===== config.mk =====
export PLATFORM = sky130hd
export DESIGN_NAME = keyword_gate
export DESIGN_NICKNAME = d
export VERILOG_FILES = /design/src/rtl/keyword_gate.sv
export SDC_FILE = /design/constraint.sdc
export NUM_CORES = 2
export LEC_CHECK = 0
export CORE_UTILIZATION = 30
export DETAILED_ROUTE_END_ITERATION = 10
export GPL_TIMING_DRIVEN = 0
export SKIP_CTS_REPAIR_TIMING = 1
export SLEW_MARGIN = 20
export SYNTH_ARGS = -nofsm -noshare
export SYNTH_HDL_FRONTEND = slang
export SYNTH_SLANG_ARGS = --single-unit

===== constraint.sdc =====
create_clock -name clk -period 7.8 [get_ports clk]
set_input_delay 1.95 -clock clk [delete_from_list [all_inputs] [get_ports clk]]
set_output_delay 1.95 -clock clk [all_outputs]
set_load 0.03 [all_outputs]

===== src/rtl/keyword_gate.sv =====
// rtl/keyword_gate.sv - buffers one text frame while a keyword matcher inspects a copy, then forwards or drops it
//
// Parameters: DEPTH (buffer words, power of two), TIMEOUT (verdict wait cycles after tlast),
//             DROP_ON_MATCH (1: drop matched / forward unmatched, 0: inverse).
// Optional:   KEYWORD_GATE_STATS_EN enables the frames_passed / frames_dropped counters;
//             without it both outputs are tied to 0.
// Ports:
//   clk, reset                    clock, synchronous active-high reset
//   s_axis_*                      upstream frame (tdata/tkeep/tvalid/tready/tlast/tuser)
//   k_axis_*                      combinational copy of each accepted beat for the matcher
//   match_sig, no_match_sig, ack  verdict levels in, one-cycle acknowledge out
//   m_axis_*                      forwarded frame, registered outputs
//   frames_passed, frames_dropped statistics
module keyword_gate #(
    parameter int DEPTH         = 32,
    parameter int TIMEOUT       = 1024,
    parameter int DROP_ON_MATCH = 1
) (
    input  logic        clk,
    input  logic        reset,
    input  logic [63:0] s_axis_tdata,
    input  logic [7:0]  s_axis_tkeep,
    input  logic        s_axis_tvalid,
    output logic        s_axis_tready,
    input  logic        s_axis_tlast,
    input  logic        s_axis_tuser,
    output logic [63:0] k_axis_tdata,
    output logic [7:0]  k_axis_tkeep,
    output logic        k_axis_tvalid,
    input  logic        k_axis_tready,
    output logic        k_axis_tlast,
    output logic        k_axis_tuser,
    input  logic        match_sig,
    input  logic        no_match_sig,
    output logic        ack,
    output logic [63:0] m_axis_tdata,
    output logic [7:0]  m_axis_tkeep,
    output logic        m_axis_tvalid,
    input  logic        m_axis_tready,
    output logic        m_axis_tlast,
    output logic        m_axis_tuser,
    output logic [15:0] frames_passed,
    output logic [15:0] frames_dropped
);

    localparam int AW = $clog2(DEPTH);
    localparam int TW = $clog2(TIMEOUT + 1);
    localparam logic [AW:0]   FULL_COUNT = (AW+1)'(DEPTH);
    localparam logic [TW-1:0] LAST_WAIT  = TW'(TIMEOUT - 1);

    typedef enum logic [2:0] {IDLE, BUFFER, WAIT_VERDICT, FORWARD, DROP} state_t;

    state_t state, next_state;

    logic [72:0]   mem [DEPTH];   // {tuser, tkeep, tdata}
    logic [AW-1:0] wr_ptr, rd_ptr;
    logic [AW:0]   count;
    logic          verdict_valid, verdict_match, oversize;
    logic [TW-1:0] timeout_cnt;

    logic in_window, new_verdict, eff_valid, eff_match, eff_oversize;
    logic accept, full, fwd_load, fwd_done;
    state_t resolved;

    assign in_window   = (state == BUFFER) || (state == WAIT_VERDICT);
    assign new_verdict = in_window && !verdict_valid && (match_sig || no_match_sig);
    // A verdict arriving in the same cycle as the tlast beat counts as already latched.
    assign eff_valid   = verdict_valid || new_verdict;
    assign eff_match   = verdict_valid ? verdict_match : match_sig;
    assign accept      = (state == BUFFER) && s_axis_tvalid && k_axis_tready;
    assign full        = (count == FULL_COUNT);
    assign eff_oversize = oversize || (accept && full);
    // Load the output register whenever it is empty or being drained this cycle.
    assign fwd_load    = (state == FORWARD) && (count != '0) && (!m_axis_tvalid || m_axis_tready);
    assign fwd_done    = (state == FORWARD) && m_axis_tvalid && m_axis_tready && m_axis_tlast;

    always_comb begin
        resolved = FORWARD;
        if (eff_oversize)
            resolved = DROP;
        else if (eff_match)
            resolved = (DROP_ON_MATCH != 0) ? DROP : FORWARD;
        else
            resolved = (DROP_ON_MATCH != 0) ? FORWARD : DROP;
    end

    // State register
    always_ff @(posedge clk) begin
        if (reset)
            state <= IDLE;
        else
            state <= next_state;
    end

    // Next-state logic
    always_comb begin
        next_state = state;
        case (state)
            IDLE:         next_state = BUFFER;
            BUFFER:       if (accept && s_axis_tlast)
                              next_state = eff_valid ? resolved : WAIT_VERDICT;
            WAIT_VERDICT: if (new_verdict)
                              next_state = resolved;
                          else if (timeout_cnt == LAST_WAIT)
                              next_state = DROP;
            FORWARD:      if (fwd_done)
                              next_state = IDLE;
            DROP:         next_state = IDLE;
            default:      next_state = IDLE;
        endcase
    end

    // Output logic
    always_comb begin
        s_axis_tready = (state == BUFFER) && k_axis_tready;
        k_axis_tvalid = (state == BUFFER) && s_axis_tvalid;
        k_axis_tdata  = s_axis_tdata;
        k_axis_tkeep  = s_axis_tkeep;
        k_axis_tlast  = s_axis_tlast;
        k_axis_tuser  = s_axis_tuser;
        ack           = new_verdict;
    end

    // Buffer storage; beats beyond DEPTH are discarded and flag the frame oversize.
    always_ff @(posedge clk) begin
        if (accept && !full)
            mem[wr_ptr] <= {s_axis_tuser, s_axis_tkeep, s_axis_tdata};
    end

    always_ff @(posedge clk) begin
        if (reset) begin
            wr_ptr        <= '0;
            rd_ptr        <= '0;
            count         <= '0;
            verdict_valid <= 1'b0;
            verdict_match <= 1'b0;
            oversize      <= 1'b0;
            timeout_cnt   <= '0;
            m_axis_tvalid <= 1'b0;
            m_axis_tlast  <= 1'b0;
            m_axis_tdata  <= '0;
            m_axis_tkeep  <= '0;
            m_axis_tuser  <= 1'b0;
        end else if (state == IDLE || state == DROP) begin
            wr_ptr        <= '0;
            rd_ptr        <= '0;
            count         <= '0;
            verdict_valid <= 1'b0;
            verdict_match <= 1'b0;
            oversize      <= 1'b0;
            timeout_cnt   <= '0;
        end else begin
            if (accept) begin
                if (full) begin
                    oversize <= 1'b1;
                end else begin
                    wr_ptr <= wr_ptr + 1'b1;
                    count  <= count + 1'b1;
                end
            end
            if (new_verdict) begin
                verdict_valid <= 1'b1;
                verdict_match <= match_sig;
            end
            if (state == WAIT_VERDICT)
                timeout_cnt <= timeout_cnt + 1'b1;
            if (fwd_load) begin
                {m_axis_tuser, m_axis_tkeep, m_axis_tdata} <= mem[rd_ptr];
                m_axis_tlast  <= (count == (AW+1)'(1));
                m_axis_tvalid <= 1'b1;
                rd_ptr        <= rd_ptr + 1'b1;
                count         <= count - 1'b1;
            end else if (m_axis_tvalid && m_axis_tready) begin
                m_axis_tvalid <= 1'b0;
                m_axis_tlast  <= 1'b0;
            end
        end
    end

`ifdef KEYWORD_GATE_STATS_EN
    always_ff @(posedge clk) begin
        if (reset) begin
            frames_passed  <= '0;
            frames_dropped <= '0;
        end else begin
            if (fwd_done && frames_passed != 16'hFFFF)
                frames_passed <= frames_passed + 1'b1;
            if (next_state == DROP && state != DROP && frames_dropped != 16'hFFFF)
                frames_dropped <= frames_dropped + 1'b1;
        end
    end
`else
    assign frames_passed  = '0;
    assign frames_dropped = '0;
`endif

endmodule


==> metrics.csv <==
stage,metric,value,unit
status,outcome,"complete, no violations",
floorplan,pin_count,265,
floorplan,row_count,204,
setup_path,cp_common_cell,clkdlybuf4s50_1,
cts,clock_sinks,2444,
setup_path,start_kind,input port,
finish,drive_above_1_share,0.230,
finish,final_common_cell,edfxtp_1,
setup_path,cpPeakStageDelay,1.16,ns
timing,worstMarginPinSlew,1.22,ns
routing,routed_wl,258000,µm
cts,clkTransAtPathRegs,0.06,ns
grt,antenna_found_initial,18,
power_and_ir_drop,p_switching,5510,µW
setup_path,critPathKind,in2out,
place,io_buffers,231,
routing,detail_route.iter0.violations,5209,
yosys,ys_types,58,
worst_hold_path,hold_path_class,reg2reg,
setup_path,cp.required,5.85,ns
floorplan,coreArea,0.310,mm²
timing,holdWs,0.467,ns
floorplan,die-width,561,µm
floorplan,start_util,0.303,
power_and_ir_drop,power.density,236,mW/mm²
routing,vias_per_cell,5.01,
cts,cts_tree,done,
power_and_ir_drop,clkPwrFrac,0.428,
finish,fillers,28400,
power_and_ir_drop,pwr-share-comb,0.028,
timing,setup_viol,0,
finish,final_util,0.363,
grt,grt_overflow_total,0,
timing,min_period,5.96,ns
floorplan,die_h,561,µm
run,max-cap-violations,0,
cts,htreeDepth,4,
yosys,synth-edff-count,2336,
yosys,synthArstFlopShare,0,
setup_path,path_max_fanout,33,
cts,insertion_delay,0.91,ns
routing,ant_nets,0,
routing,wl_per_cell,27.0,µm
yosys,avgSynthCellArea,20.5,µm²
cts,numCtsBuffers,236,
power_and_ir_drop,peakVddDrop,0.235,mV
place,dpl_worst_slack,1.56,ns
yosys,ys_seq_area_frac,0.771,
timing,fin_crit_sh,0.765,
setup_path,crit_chain,clkdlybuf4s50_1 -> buf_4 -> clkdlybuf4s50_1,
yosys,synth_cells,4573,
grt,grt_max_degree,34,
place,hpwl,176000,µm
timing,setup_tns,0,ns
timing,post-route-worst-setup-slack,1.84,ns
timing,max_freq,168,MHz
routing,drc,0,
setup_path,worstPathArrival,4.01,ns
power_and_ir_drop,swShare,0.208,
routing,vias,47900,
cts,root_buffer,clkbuf_16,
grt,grt_pass1_vias,47700,
timing,slew_viol_final,0,
timing,hold_viol,0,
power_and_ir_drop,cellLeakagePower,0.0338,µW
finish,final_cell_mix,"edfxtp_1 (2336), mux2i_1 (565), mux4_2 (365), clkbuf_16 (236), a22oi_1 (184)",
power_and_ir_drop,internal_power,21000,µW
grt,grt_pass1_wl,359000,µm
yosys,synthFlopType,edfxtp_1,
place,gp_congestion,0.765,
finish,syn_to_final_growth,19.9,%
timing,rsz0062_at_grt,false,
grt,grt_usage,0.160,
yosys,ys_warn_count,0,
finish,nets,5308,
cts,cts_buffer_depth,3,
timing,timing.slew.headroom,0.186,
routing,dr.pass1.iters,8,
power_and_ir_drop,pwr-share-seq,0.544,
timing,worst_clock_skew,0.108,ns
power_and_ir_drop,power,26500,µW
floorplan,dieArea,0.315,mm²
setup_path,setup.worst_path.end_class,output pin,
yosys,synth-seq-cells,2444,
setup_path,slowest_stage,clkdlybuf4s50_1,
yosys,syn_area,0.0938,mm²
state kept, by name (all words and copies together) (netlist names):
| signal | flops |
|---|---|
| verdict_valid | 1 |
| m_axis_tvalid | 1 |
| m_axis_tlast | 1 |
| m_axis_tuser | 1 |
| rd_ptr | 5 |
| m_axis_tkeep | 8 |
| state | 3 |
| mem | 2336 |
| wr_ptr | 5 |
| timeout_cnt | 11 |
| verdict_match | 1 |
| m_axis_tdata | 64 |
| oversize | 1 |
| count | 6 |
worst paths after layout:
path                         start                to  slack, ns  cells after the start
setup / recovery  s_axis_tdata[53]  k_axis_tdata[53]       1.84                      3
hold / removal       verdict_match     verdict_match       0.47                      2
setup reg to reg          count[0]       mem[13][70]       3.90                     10
hold reg to reg      verdict_match     verdict_match       0.47                      2
Yosys cell counts (2+ instances only):
master,count,area (µm²)
nor3_1,21,105
and3_1,4,25.0
xnor2_1,8,70.1
or3_1,3,18.8
buf_4,141,1060
o21ai_0,56,280
edfxtp_1,2336,70100
nor2_1,71,267
clkbuf_1,90,338
a211oi_1,99,743
buf_1,12,45.0
and2_1,5,31.3
buf_2,111,556
nor3b_1,3,22.5
o22ai_1,49,307
mux4_2,365,8220
nand4_2,2,25.0
nand3b_1,5,37.5
xor2_1,13,114
dfxtp_1,108,2160
a22o_1,73,639
or2_2,2,12.5
a21oi_1,109,546
ha_1,9,113
nand4_1,5,31.3
inv_1,10,37.5
a32oi_1,2,17.5
a22oi_1,184,1380
o221ai_1,24,210
or3b_2,3,26.3
nand3_1,7,35.0
nor2b_1,8,50.1
nand2_1,25,93.8
nand2b_1,2,12.5
mux2i_1,565,5660
buf_6,10,113
o21ai_1,12,60.1
cell type report:
class	count	area, µm²	area share
Timing Repair Buffer	376	5290	0.0471
Clock buffer	312	6410	0.0570
Sequential cell	2444	72300	0.643
Clock inverter	135	1390	0.0124
Tap cell	4120	5150	0.0458
Buffer	366	2130	0.0189
Antenna cell	12	30.0	0.000267
Multi-Input combinational cell	1784	19700	0.175
Inverter	10	37.5	0.000334
per-stage QoR:
stage | cell area, µm² | std cells
2_1_floorplan | 93900 | 4604
3_3_place_gp | 101000 | 8955
3_5_place_dp | 105000 | 9100
4_1_cts | 113000 | 9547
5_1_grt | 112000 | 9548
6_report | 112000 | 9559
metal layers:
layer	global-route usage	vias up	part of all wire
met4	0.0482	0	0.027
met5	0	-	0
met3	0.0413	347	0.089
met1	0.214	25300	0.41
met2	0.257	2076	0.47
li1	-	20200	-
critical path, delay by kind of cell:
family | cells | cell delay (ns)
buf+inv | 3 | 2.05
power groups by stage:
stage / clock (µW) / sequential (µW) / combinational, µW
5_1_grt: 12000 / 14400 / 797
4_1_cts: 11500 / 14400 / 759
3_3_place_gp: 0 / 14700 / 706
2_1_floorplan: 0 / 14700 / 333
3_5_place_dp: 0 / 14700 / 757
6_report: 11400 / 14400 / 740
logic make-up after synthesis:
group	synth area share
fa+ha+maj	0.00120
compound gates	0.0456
xor+xnor	0.00196
mux	0.148
other cells	0.0000400
flops	0.771
simple gates	0.00918
buf+inv	0.0230
Note: power is estimated with default switching activity, not from simulation.
